[config.mk]
export PLATFORM = sky130hd
export DESIGN_NAME = muldiv_unit
export DESIGN_NICKNAME = d
export VERILOG_FILES = /design/src/rtl/muldiv_pkg.sv /design/src/rtl/muldiv_core_iter.sv /design/src/rtl/muldiv_unit.sv
export SDC_FILE = /design/constraint.sdc
export NUM_CORES = 2
export LEC_CHECK = 0
export CAP_MARGIN = 25
export CORE_MARGIN = 10
export CORE_UTILIZATION = 52
export DETAILED_ROUTE_END_ITERATION = 6
export PLACE_DENSITY = 0.71
export SLEW_MARGIN = 20
export SYNTH_ARGS = -nofsm -noshare
export SYNTH_HDL_FRONTEND = slang
export SYNTH_SLANG_ARGS = --single-unit
[constraint.sdc]
create_clock -name clk -period 4.3 [get_ports clk]
set_input_delay 0.43 -clock clk [delete_from_list [all_inputs] [get_ports clk]]
set_output_delay 0.43 -clock clk [all_outputs]
set_load 0.005 [all_outputs]
[src/rtl/muldiv_pkg.sv]
// muldiv_pkg: shared types and constants for the iterative RV64M
// multiply/divide unit.
//   op_e    - funct3 encoding of the eight M-extension operations
//   state_e - control FSM states of muldiv_unit
//   helpers - operand signedness and divide-class decode
package muldiv_pkg;

  localparam int XLEN_DEFAULT = 64;

  localparam logic [XLEN_DEFAULT-1:0] MIN_SIGNED = {1'b1, {(XLEN_DEFAULT-1){1'b0}}};
  localparam logic [XLEN_DEFAULT-1:0] ALL_ONES   = {XLEN_DEFAULT{1'b1}};

  typedef enum logic [2:0] {
    OP_MUL    = 3'd0,
    OP_MULH   = 3'd1,
    OP_MULHSU = 3'd2,
    OP_MULHU  = 3'd3,
    OP_DIV    = 3'd4,
    OP_DIVU   = 3'd5,
    OP_REM    = 3'd6,
    OP_REMU   = 3'd7
  } op_e;

  typedef enum logic [1:0] {
    ST_IDLE = 2'd0,
    ST_BUSY = 2'd1,
    ST_FIX  = 2'd2,
    ST_DONE = 2'd3
  } state_e;

  // Divide/remainder ops all have funct3[2] set.
  function automatic logic op_is_div(input op_e op);
    return op[2];
  endfunction

  function automatic logic op_rs1_signed(input op_e op);
    return op inside {OP_MUL, OP_MULH, OP_MULHSU, OP_DIV, OP_REM};
  endfunction

  function automatic logic op_rs2_signed(input op_e op);
    return op inside {OP_MUL, OP_MULH, OP_DIV, OP_REM};
  endfunction

endpackage

[src/rtl/muldiv_core_iter.sv]
// muldiv_core_iter: one combinational iteration of the unsigned datapath.
//   is_mul_i     - 1: shift-add multiply step, 0: restoring divide step
//   acc_i/acc_o  - product high half (multiply) or partial remainder (divide)
//   sh_i/sh_o    - multiplier/product low half, or dividend/quotient shifter
//   opb_i        - multiplicand or divisor magnitude
module muldiv_core_iter #(
  parameter int XLEN = 64
) (
  input  logic            is_mul_i,
  input  logic [XLEN-1:0] acc_i,
  input  logic [XLEN-1:0] sh_i,
  input  logic [XLEN-1:0] opb_i,
  output logic [XLEN-1:0] acc_o,
  output logic [XLEN-1:0] sh_o
);

  logic [XLEN:0] add_s;
  logic [XLEN:0] sum_s;
  logic [XLEN:0] shifted_s;
  logic [XLEN:0] diff_s;

  // Single multiply or divide step selected by is_mul_i.
  always_comb begin
    add_s     = {1'b0, acc_i} + {1'b0, opb_i};
    // Remainder shifted left with the next dividend bit; bit XLEN is the guard bit.
    shifted_s = {acc_i, sh_i[XLEN-1]};
    diff_s    = shifted_s - {1'b0, opb_i};
    sum_s     = {1'b0, acc_i};
    acc_o     = acc_i;
    sh_o      = sh_i;
    if (is_mul_i) begin
      if (sh_i[0]) begin
        sum_s = add_s;
      end else begin
        sum_s = {1'b0, acc_i};
      end
      // Shift the whole {carry, acc, sh} product right by one.
      acc_o = sum_s[XLEN:1];
      sh_o  = {sum_s[0], sh_i[XLEN-1:1]};
    end else if (!diff_s[XLEN]) begin
      // Partial remainder < divisor keeps a non-negative difference below 2^XLEN.
      acc_o = diff_s[XLEN-1:0];
      sh_o  = {sh_i[XLEN-2:0], 1'b1};
    end else begin
      acc_o = shifted_s[XLEN-1:0];
      sh_o  = {sh_i[XLEN-2:0], 1'b0};
    end
  end

endmodule

[src/rtl/muldiv_unit.sv]
// muldiv_unit: iterative RV64M multiply/divide unit, one op in flight.
//   in_valid/in_ready/in_op/in_rd/in_rs1_data/in_rs2_data - request side
//   out_valid/out_ready/out_rd/out_result                 - writeback side
//   flush  - drops the in-flight (or same-cycle accepted) op
//   rst_n  - synchronous active-low reset
// Operands are converted to magnitudes at accept, iterated unsigned for XLEN
// cycles, sign-fixed in FIX, then held in DONE until the writeback takes them.
module muldiv_unit
  import muldiv_pkg::*;
#(
  parameter int XLEN  = XLEN_DEFAULT,
  parameter int CNT_W = $clog2(XLEN) + 1
) (
  input  logic            clk,
  input  logic            rst_n,
  input  logic            in_valid,
  output logic            in_ready,
  input  logic [2:0]      in_op,
  input  logic [4:0]      in_rd,
  input  logic [XLEN-1:0] in_rs1_data,
  input  logic [XLEN-1:0] in_rs2_data,
  input  logic            flush,
  output logic            out_valid,
  input  logic            out_ready,
  output logic [4:0]      out_rd,
  output logic [XLEN-1:0] out_result
);

  localparam logic [XLEN-1:0] MIN_S  = {1'b1, {(XLEN-1){1'b0}}};
  localparam logic [XLEN-1:0] ONES_S = {XLEN{1'b1}};
  localparam logic [XLEN-1:0] ZERO_S = {XLEN{1'b0}};
  localparam logic [CNT_W-1:0] CNT_ONE = {{(CNT_W-1){1'b0}}, 1'b1};

  state_e            state_q, state_d;
  op_e               op_q, op_d;
  logic [4:0]        rd_q, rd_d;
  logic [XLEN-1:0]   hi_q, hi_d;
  logic [XLEN-1:0]   lo_q, lo_d;
  logic [XLEN-1:0]   opb_q, opb_d;
  logic [XLEN-1:0]   result_q, result_d;
  logic              neg_q, neg_d;
  logic [CNT_W-1:0]  cnt_q, cnt_d;

  op_e               op_in_s;
  logic              s1_s, s2_s, div0_s, ovf_s, special_s;
  logic [XLEN-1:0]   mag1_s, mag2_s, special_res_s;
  logic [XLEN-1:0]   hi_nxt_s, lo_nxt_s, fix_res_s;
  logic [2*XLEN-1:0] prod_fix_s;
  logic [XLEN-1:0]   quo_fix_s, rem_fix_s;

  // Accept-side decode: signs, magnitudes and the no-iteration divide cases.
  always_comb begin
    op_in_s   = op_e'(in_op);
    s1_s      = op_rs1_signed(op_in_s) & in_rs1_data[XLEN-1];
    s2_s      = op_rs2_signed(op_in_s) & in_rs2_data[XLEN-1];
    // The most-negative value negates to itself, which is its correct unsigned magnitude.
    mag1_s    = s1_s ? -in_rs1_data : in_rs1_data;
    mag2_s    = s2_s ? -in_rs2_data : in_rs2_data;
    div0_s    = (in_rs2_data == ZERO_S);
    ovf_s     = (op_in_s inside {OP_DIV, OP_REM}) && (in_rs1_data == MIN_S) &&
                (in_rs2_data == ONES_S);
    special_s = op_is_div(op_in_s) && (div0_s || ovf_s);
    // funct3[1] distinguishes REM/REMU from DIV/DIVU.
    if (div0_s) begin
      special_res_s = in_op[1] ? in_rs1_data : ONES_S;
    end else begin
      special_res_s = in_op[1] ? ZERO_S : in_rs1_data;
    end
  end

  muldiv_core_iter #(.XLEN(XLEN)) u_iter (
    .is_mul_i (!op_is_div(op_q)),
    .acc_i    (hi_q),
    .sh_i     (lo_q),
    .opb_i    (opb_q),
    .acc_o    (hi_nxt_s),
    .sh_o     (lo_nxt_s)
  );

  // Sign fix-up and result selection used in FIX.
  always_comb begin
    prod_fix_s = neg_q ? -{hi_q, lo_q} : {hi_q, lo_q};
    quo_fix_s  = neg_q ? -lo_q : lo_q;
    rem_fix_s  = neg_q ? -hi_q : hi_q;
    case (op_q)
      OP_MUL:                      fix_res_s = prod_fix_s[XLEN-1:0];
      OP_MULH, OP_MULHSU, OP_MULHU: fix_res_s = prod_fix_s[2*XLEN-1:XLEN];
      OP_DIV, OP_DIVU:             fix_res_s = quo_fix_s;
      default:                     fix_res_s = rem_fix_s;
    endcase
  end

  // FSM state register.
  always_ff @(posedge clk) begin
    if (!rst_n) begin
      state_q <= ST_IDLE;
    end else begin
      state_q <= state_d;
    end
  end

  // FSM next-state logic; flush overrides every other transition.
  always_comb begin
    state_d = state_q;
    if (flush) begin
      state_d = ST_IDLE;
    end else begin
      case (state_q)
        ST_IDLE: begin
          if (in_valid) begin
            state_d = special_s ? ST_DONE : ST_BUSY;
          end else begin
            state_d = ST_IDLE;
          end
        end
        ST_BUSY: begin
          if (cnt_q == CNT_ONE) begin
            state_d = ST_FIX;
          end else begin
            state_d = ST_BUSY;
          end
        end
        ST_FIX: state_d = ST_DONE;
        ST_DONE: begin
          if (out_ready) begin
            state_d = ST_IDLE;
          end else begin
            state_d = ST_DONE;
          end
        end
        default: state_d = ST_IDLE;
      endcase
    end
  end

  // FSM outputs, decoded from registered state and datapath registers.
  always_comb begin
    in_ready   = (state_q == ST_IDLE);
    out_valid  = (state_q == ST_DONE);
    out_rd     = rd_q;
    out_result = result_q;
  end

  // Datapath next-state: capture at accept, iterate in BUSY, fix in FIX.
  always_comb begin
    op_d     = op_q;
    rd_d     = rd_q;
    hi_d     = hi_q;
    lo_d     = lo_q;
    opb_d    = opb_q;
    result_d = result_q;
    neg_d    = neg_q;
    cnt_d    = cnt_q;
    if (flush) begin
      cnt_d = cnt_q;
    end else begin
      case (state_q)
        ST_IDLE: begin
          if (in_valid) begin
            op_d  = op_in_s;
            rd_d  = in_rd;
            hi_d  = ZERO_S;
            lo_d  = mag1_s;
            opb_d = mag2_s;
            cnt_d = CNT_W'(XLEN);
            // Remainder takes the dividend's sign; products and quotients s1^s2.
            neg_d = (op_in_s inside {OP_REM, OP_REMU}) ? s1_s : (s1_s ^ s2_s);
            if (special_s) begin
              result_d = special_res_s;
            end else begin
              result_d = result_q;
            end
          end else begin
            cnt_d = cnt_q;
          end
        end
        ST_BUSY: begin
          hi_d  = hi_nxt_s;
          lo_d  = lo_nxt_s;
          cnt_d = cnt_q - CNT_ONE;
        end
        ST_FIX:  result_d = fix_res_s;
        default: cnt_d = cnt_q;
      endcase
    end
  end

  // Datapath registers.
  always_ff @(posedge clk) begin
    if (!rst_n) begin
      op_q     <= OP_MUL;
      rd_q     <= 5'd0;
      hi_q     <= ZERO_S;
      lo_q     <= ZERO_S;
      opb_q    <= ZERO_S;
      result_q <= ZERO_S;
      neg_q    <= 1'b0;
      cnt_q    <= {CNT_W{1'b0}};
    end else begin
      op_q     <= op_d;
      rd_q     <= rd_d;
      hi_q     <= hi_d;
      lo_q     <= lo_d;
      opb_q    <= opb_d;
      result_q <= result_d;
      neg_q    <= neg_d;
      cnt_q    <= cnt_d;
    end
  end

endmodule

After elaboration in Yosys (flattened, before gate mapping)
Cells that the tools add are included.
- output and inout bits: 71
- flip-flop bits (word level): 274
- logic and storage cells: 89
- mux-type cells: 29
- bitwise operators: 5
- add/subtract/negate cells: 8
- reduce and logical (&&, ||, !) cells: 20
- equality and inequality tests: 18
- operators by type and width (operator ; number):
    $mux W64 ; 14
    $pmux W64 S2 ; 3
    $neg A64 Y64 ; 4
    $pmux W64 S3 ; 1
    $eq A64 B64 Y1 const B ; 2
    $mux W128 ; 1
    $neg A128 Y128 ; 1
    $add A64 B64 Y65 ; 1
    $mux W65 ; 1
    $sub A65 B64 Y65 ; 1
    $logic_not A64 Y1 ; 1
    $eq A3 B3 Y1 const B ; 5
    $pmux W7 S2 ; 1
    $eq A3 B2 Y1 const B ; 3
    $mux W2 ; 4
    $pmux W2 S4 ; 1
    $reduce_bool A2 Y1 ; 4
    $eq A7 B1 Y1 const B ; 1
    $mux W7 ; 1
    $sub A7 B1 Y7 const B ; 1
    $eq A3 B1 Y1 const B ; 2
    $logic_not A3 Y1 ; 2
    $reduce_and A3 Y1 ; 2
    $reduce_bool A5 Y1 ; 1
    15 further kinds ; 22

Depth between registers and ports, before layout
- word-level depth: 9
- gate-level depth with buffers: 16

By module
Synthesis repeated with hierarchy kept, for this count alone.
- cell total of the unflattened synthesis: 4305
- area total of the unflattened synthesis: 31168.6 um2
- by module, submodules not included (module ; area an instance (um2) ; times used ; cells each ; seq. area each (um2)):
    muldiv_unit ; 20772.4 ; 1 ; 2738 ; 5485.3
    muldiv_core_iter ; 10396.2 ; 1 ; 1567 ; 0.0

Worst setup path before layout
No wires, ideal clock.
- path type: register -> register
- from: register lo_q[0]
- to: register result_q[52], in the netlist out_result[52]
- period minus slack after synthesis: 3651 ps
- setup slack: 649 ps
- data required time: 4214 ps
- arrival time: 3565 ps
- stages on the path, launching flop included: 16
- cells stage by stage: dfxtp_1 > clkbuf_1 > clkinv_1 > clkbuf_1 > clkbuf_1 > ha_1 > nor4bb_1 > and3_1 > buf_2 > nand4_1 > or2_2 > o21ai_1 > xor2_1 > o221ai_1 > a21oi_1 > a211oi_1
- longest elaborated chain between the ends: 4
- elaborated cells on any way between the ends: 6
- ends and longest elaborated chain (element ; line ; text):
    from (decl) ; muldiv_unit.sv:38 ; logic [XLEN-1:0] lo_q, lo_d;
    from (signal assigned) ; muldiv_unit.sv:203 ; lo_q <= lo_d;
    $neg A128 Y128 or $neg A64 Y64 (tied branches) ; muldiv_unit.sv:82, muldiv_unit.sv:83 ;
    $mux W128 or $mux W64 (tied branches) ; muldiv_unit.sv:82, muldiv_unit.sv:83 ;
    $pmux W64 S3 * ; muldiv_unit.sv:85 ; case (op_q)
    $pmux W64 S2 * ; muldiv_unit.sv:157 ; case (state_q)
    to (signal assigned) ; muldiv_unit.sv:205 ; result_q <= result_d;
    to (decl) ; muldiv_unit.sv:40 ; logic [XLEN-1:0] result_q, result_d;
Mark *: on every way between the ends. The rest lies on a longest branch, timed or not.
A chain may end at the register's enable or synchronous reset.

Worst setup path after layout
- from: register lo_q[17]
- to: register result_q[58], in the netlist out_result[58]
The elaborated chain is that of the path after synthesis.

==> out/qor.yml <==
r2r-start: "lo_q[17]"
worstMarginPinSlew_ps: 1016
yosys.area.top_type: "dfxtp_1"
synth_area_per_cell_um2: 6.913
core_mm2: 0.05759
synth_top_flop_cell: "dfxtp_1"
ios: 212
r2r_end: "out_result[58]"
synth_area_leaders: "dfxtp_1, nand2_1, a21oi_1"
drc: 0
rsz0062_at_grt: "false"
timing.fmax_mhz: 242.1
cts_resized: 0
clock_skew_ps: 19.25
vias: 35726
crit_type: "reg -> reg"
worst_hold_path_type: "in -> reg"
grt_antenna_before_repair: 3
synth_top_area_frac: 0.1818
fin_util: 0.6094
die_height_um: 260.9
arrival_ps: 4590
htree_levels: 2
drt-pass1-iter-count: 7
diodes: 0
clockBufferDepth: 3
rows: 88
period_share: 0.9606
hold-path-cell-count: 3
clk_latency_ps: 570
hpwl_mm: 103.7
most-common-layout-cells: "nand2_1, a21oi_1, nor2_1, o21ai_0, dfxtp_1"
rrSetupSlack_ps: 170
antenna_left: 0
final_common_cell: "nand2_1"
layout.nets: 4762
clockRootBuffer: "clkbuf_16"
cts_inserted_buffers: 37
netlist_area_mm2: 0.03017
drt-total-wl_mm: 133.0
min_delay_worst_endpoint: "cnt_q[1]"
peakVddDrop_mv: 0.2810
port_buffers: 211
synth-seq-area-share: 0.1818
cts_sinks: 274
synth_edf_count: 0
drt_iter0_markers: 4905
clk_pin_slew_ps: 70
grt_pass1_vias: 32514
setup_viol: 0
cts_post_setup_buffers_inserted: 0
ff2ff_path_depth: 10
gp_congestion: 1.060
holdWs_ps: 242.5
async_reset_ff_frac: 0
crit_path_cell_trace: "or4_1 > nor4_2 > and3_1 > nand4_1 > o31ai_1 > buf_4 > nor2_1 > a31oi_1 > o221ai_1 > a32o_1"
hp-start: "rst_n"
startpoint_type: "flip-flop"
dieArea_mm2: 0.06805
dieWidth_um: 260.9
gr-total-overflow: 0
yosysUniqueCellTypes: 89
syn_to_final_growth_pct: 16.33
cpPeakStageDelay_ps: 780
maxSlewViolCount: 0
grt_pass1_wl_mm: 199.1
drive_above_1_share: 0.08248
grt.total_usage: 0.3728
cap_violations: 0
grt_max_degree: 130
path_max_fanout: 6
p_leak_nw: 13.49
cp.required_ps: 4760
status: "finished clean"
syn_inst: 4364
synth_nets: 4642
post-route-min-period_ps: 4130
slew_headroom: 0.3153
end_kind: "flip-flop"
cts.hold.buffers_added: 0
initial_utilization: 0.5239
cpMaxStageDelayCell: "o31ai_1"
cts_tree: "done"
ys_ff_latch: 274
synth_warnings: 0
power_density_mw_per_mm2: 251.6
hold_viol: 0
vias_per_cell: 6.773
wl_per_cell_um: 25.22
==> critical path, delay by kind of cell (launching register included) <==
family          cells  cell delay (ps)
simple gates        5             1880
buf+inv             1              230
flops               1              380
compound gates      4             1520
==> state kept, by name, indices dropped and copies added, names as in the netlist <==
| signal | count |
|---|---|
| state_q | 2 |
| opb_q | 64 |
| hi_q | 64 |
| lo_q | 64 |
| neg_q | 1 |
| out_rd | 5 |
| out_result | 64 |
| op_q | 3 |
| cnt_q | 7 |
==> where the power goes <==
part	total (mW)	internal, mW	switching, mW
clock network	3.31	1.99	1.32
logic	2.69	0.971	1.72
registers	2.83	2.65	0.180
==> synthesized netlist by cell type, types with 21 or more instances <==
library cell / instances
nand2_1: 566
a21oi_1: 420
nor2_1: 362
clkbuf_1: 323
o21ai_0: 275
dfxtp_1: 274
xnor2_1: 166
xor2_1: 165
ha_1: 135
inv_1: 124
o211ai_1: 110
nor3_1: 103
mux2i_1: 101
a211oi_1: 93
nand4_1: 79
nand3_1: 75
o31ai_1: 72
a21o_1: 60
or3_1: 58
nor4_1: 55
a31oi_1: 52
or4_1: 43
nand2b_1: 38
a32o_1: 36
maj3_1: 32
o41ai_1: 32
a311oi_1: 30
o22ai_1: 30
o21bai_1: 29
o221ai_1: 29
a221oi_1: 26
nor2b_1: 26
buf_2: 24
buf_1: 22
a22o_1: 21
and2_1: 21
o21a_1: 21
==> layout make-up <==
class / instances / area [µm²]
Sequential cell: 274 / 5494
Timing Repair Buffer: 458 / 4094
Fill cell: 5587 / 22490
Clock buffer: 49 / 1031
Tap cell: 765 / 957.2
Inverter: 127 / 480.5
Clock inverter: 16 / 222.7
Multi-Input combinational cell: 3586 / 22810
==> cell families (layout without fill, tap and decap cells) <==
family,count (synthesis),count (layout),synth area share
multiplexers,109,109,0.03650
flip-flops,274,274,0.1818
AO/OA/AOI/OAI,1460,1460,0.3151
AND/OR/NAND/NOR,1517,1517,0.2379
buffers and inverters,504,650,0.06470
XOR/XNOR,331,331,0.09610
adder cells (fa/ha/maj),169,169,0.06794
==> through the flow <==
step | setup slack [ps] | instance area (µm²) | power [mW] | TNS (ps) | std cells
after CTS | 380.8 | 35090 | 8.729 | 0 | 5275
final | 169.6 | 35090 | 8.830 | 0 | 5275
after global routing | 102.9 | 35090 | 9.116 | 0 | 5275
after detailed placement | -49.40 | 33840 | 5.453 | -92.14 | 5210
after floorplan | 649.4 | 30170 | 4.455 | 0 | 4364
after global placement | 55.43 | 33820 | 5.432 | 0 | 5209
==> how the worst max path moves through the flow <==
stage                     slack [ps]        endpoint       startpoint  cells after the start
final                            170  out_result[58]         lo_q[17]                     10
after global routing             100        hi_q[13]          hi_q[0]                     15
after CTS                        380  out_result[58]         lo_q[29]                     10
after detailed placement         -50  out_result[11]  in_rs2_data[21]                     12
after global placement            60   out_result[1]  in_rs2_data[21]                     12
after floorplan                  650  out_result[52]          lo_q[0]                     15
==> routing by layer <==
| metal | GRT usage | up-vias | part of all wire |
|---|---|---|---|
| li1 | - | 16327 | - |
| met2 | 0.5695 | 2164 | 0.43 |
| met4 | 0.1773 | 4 | 0.054 |
| met5 | 0 | - | 0.00019 |
| met3 | 0.08403 | 410 | 0.11 |
| met1 | 0.4894 | 16821 | 0.40 |
(Power assumes the default switching activity.)
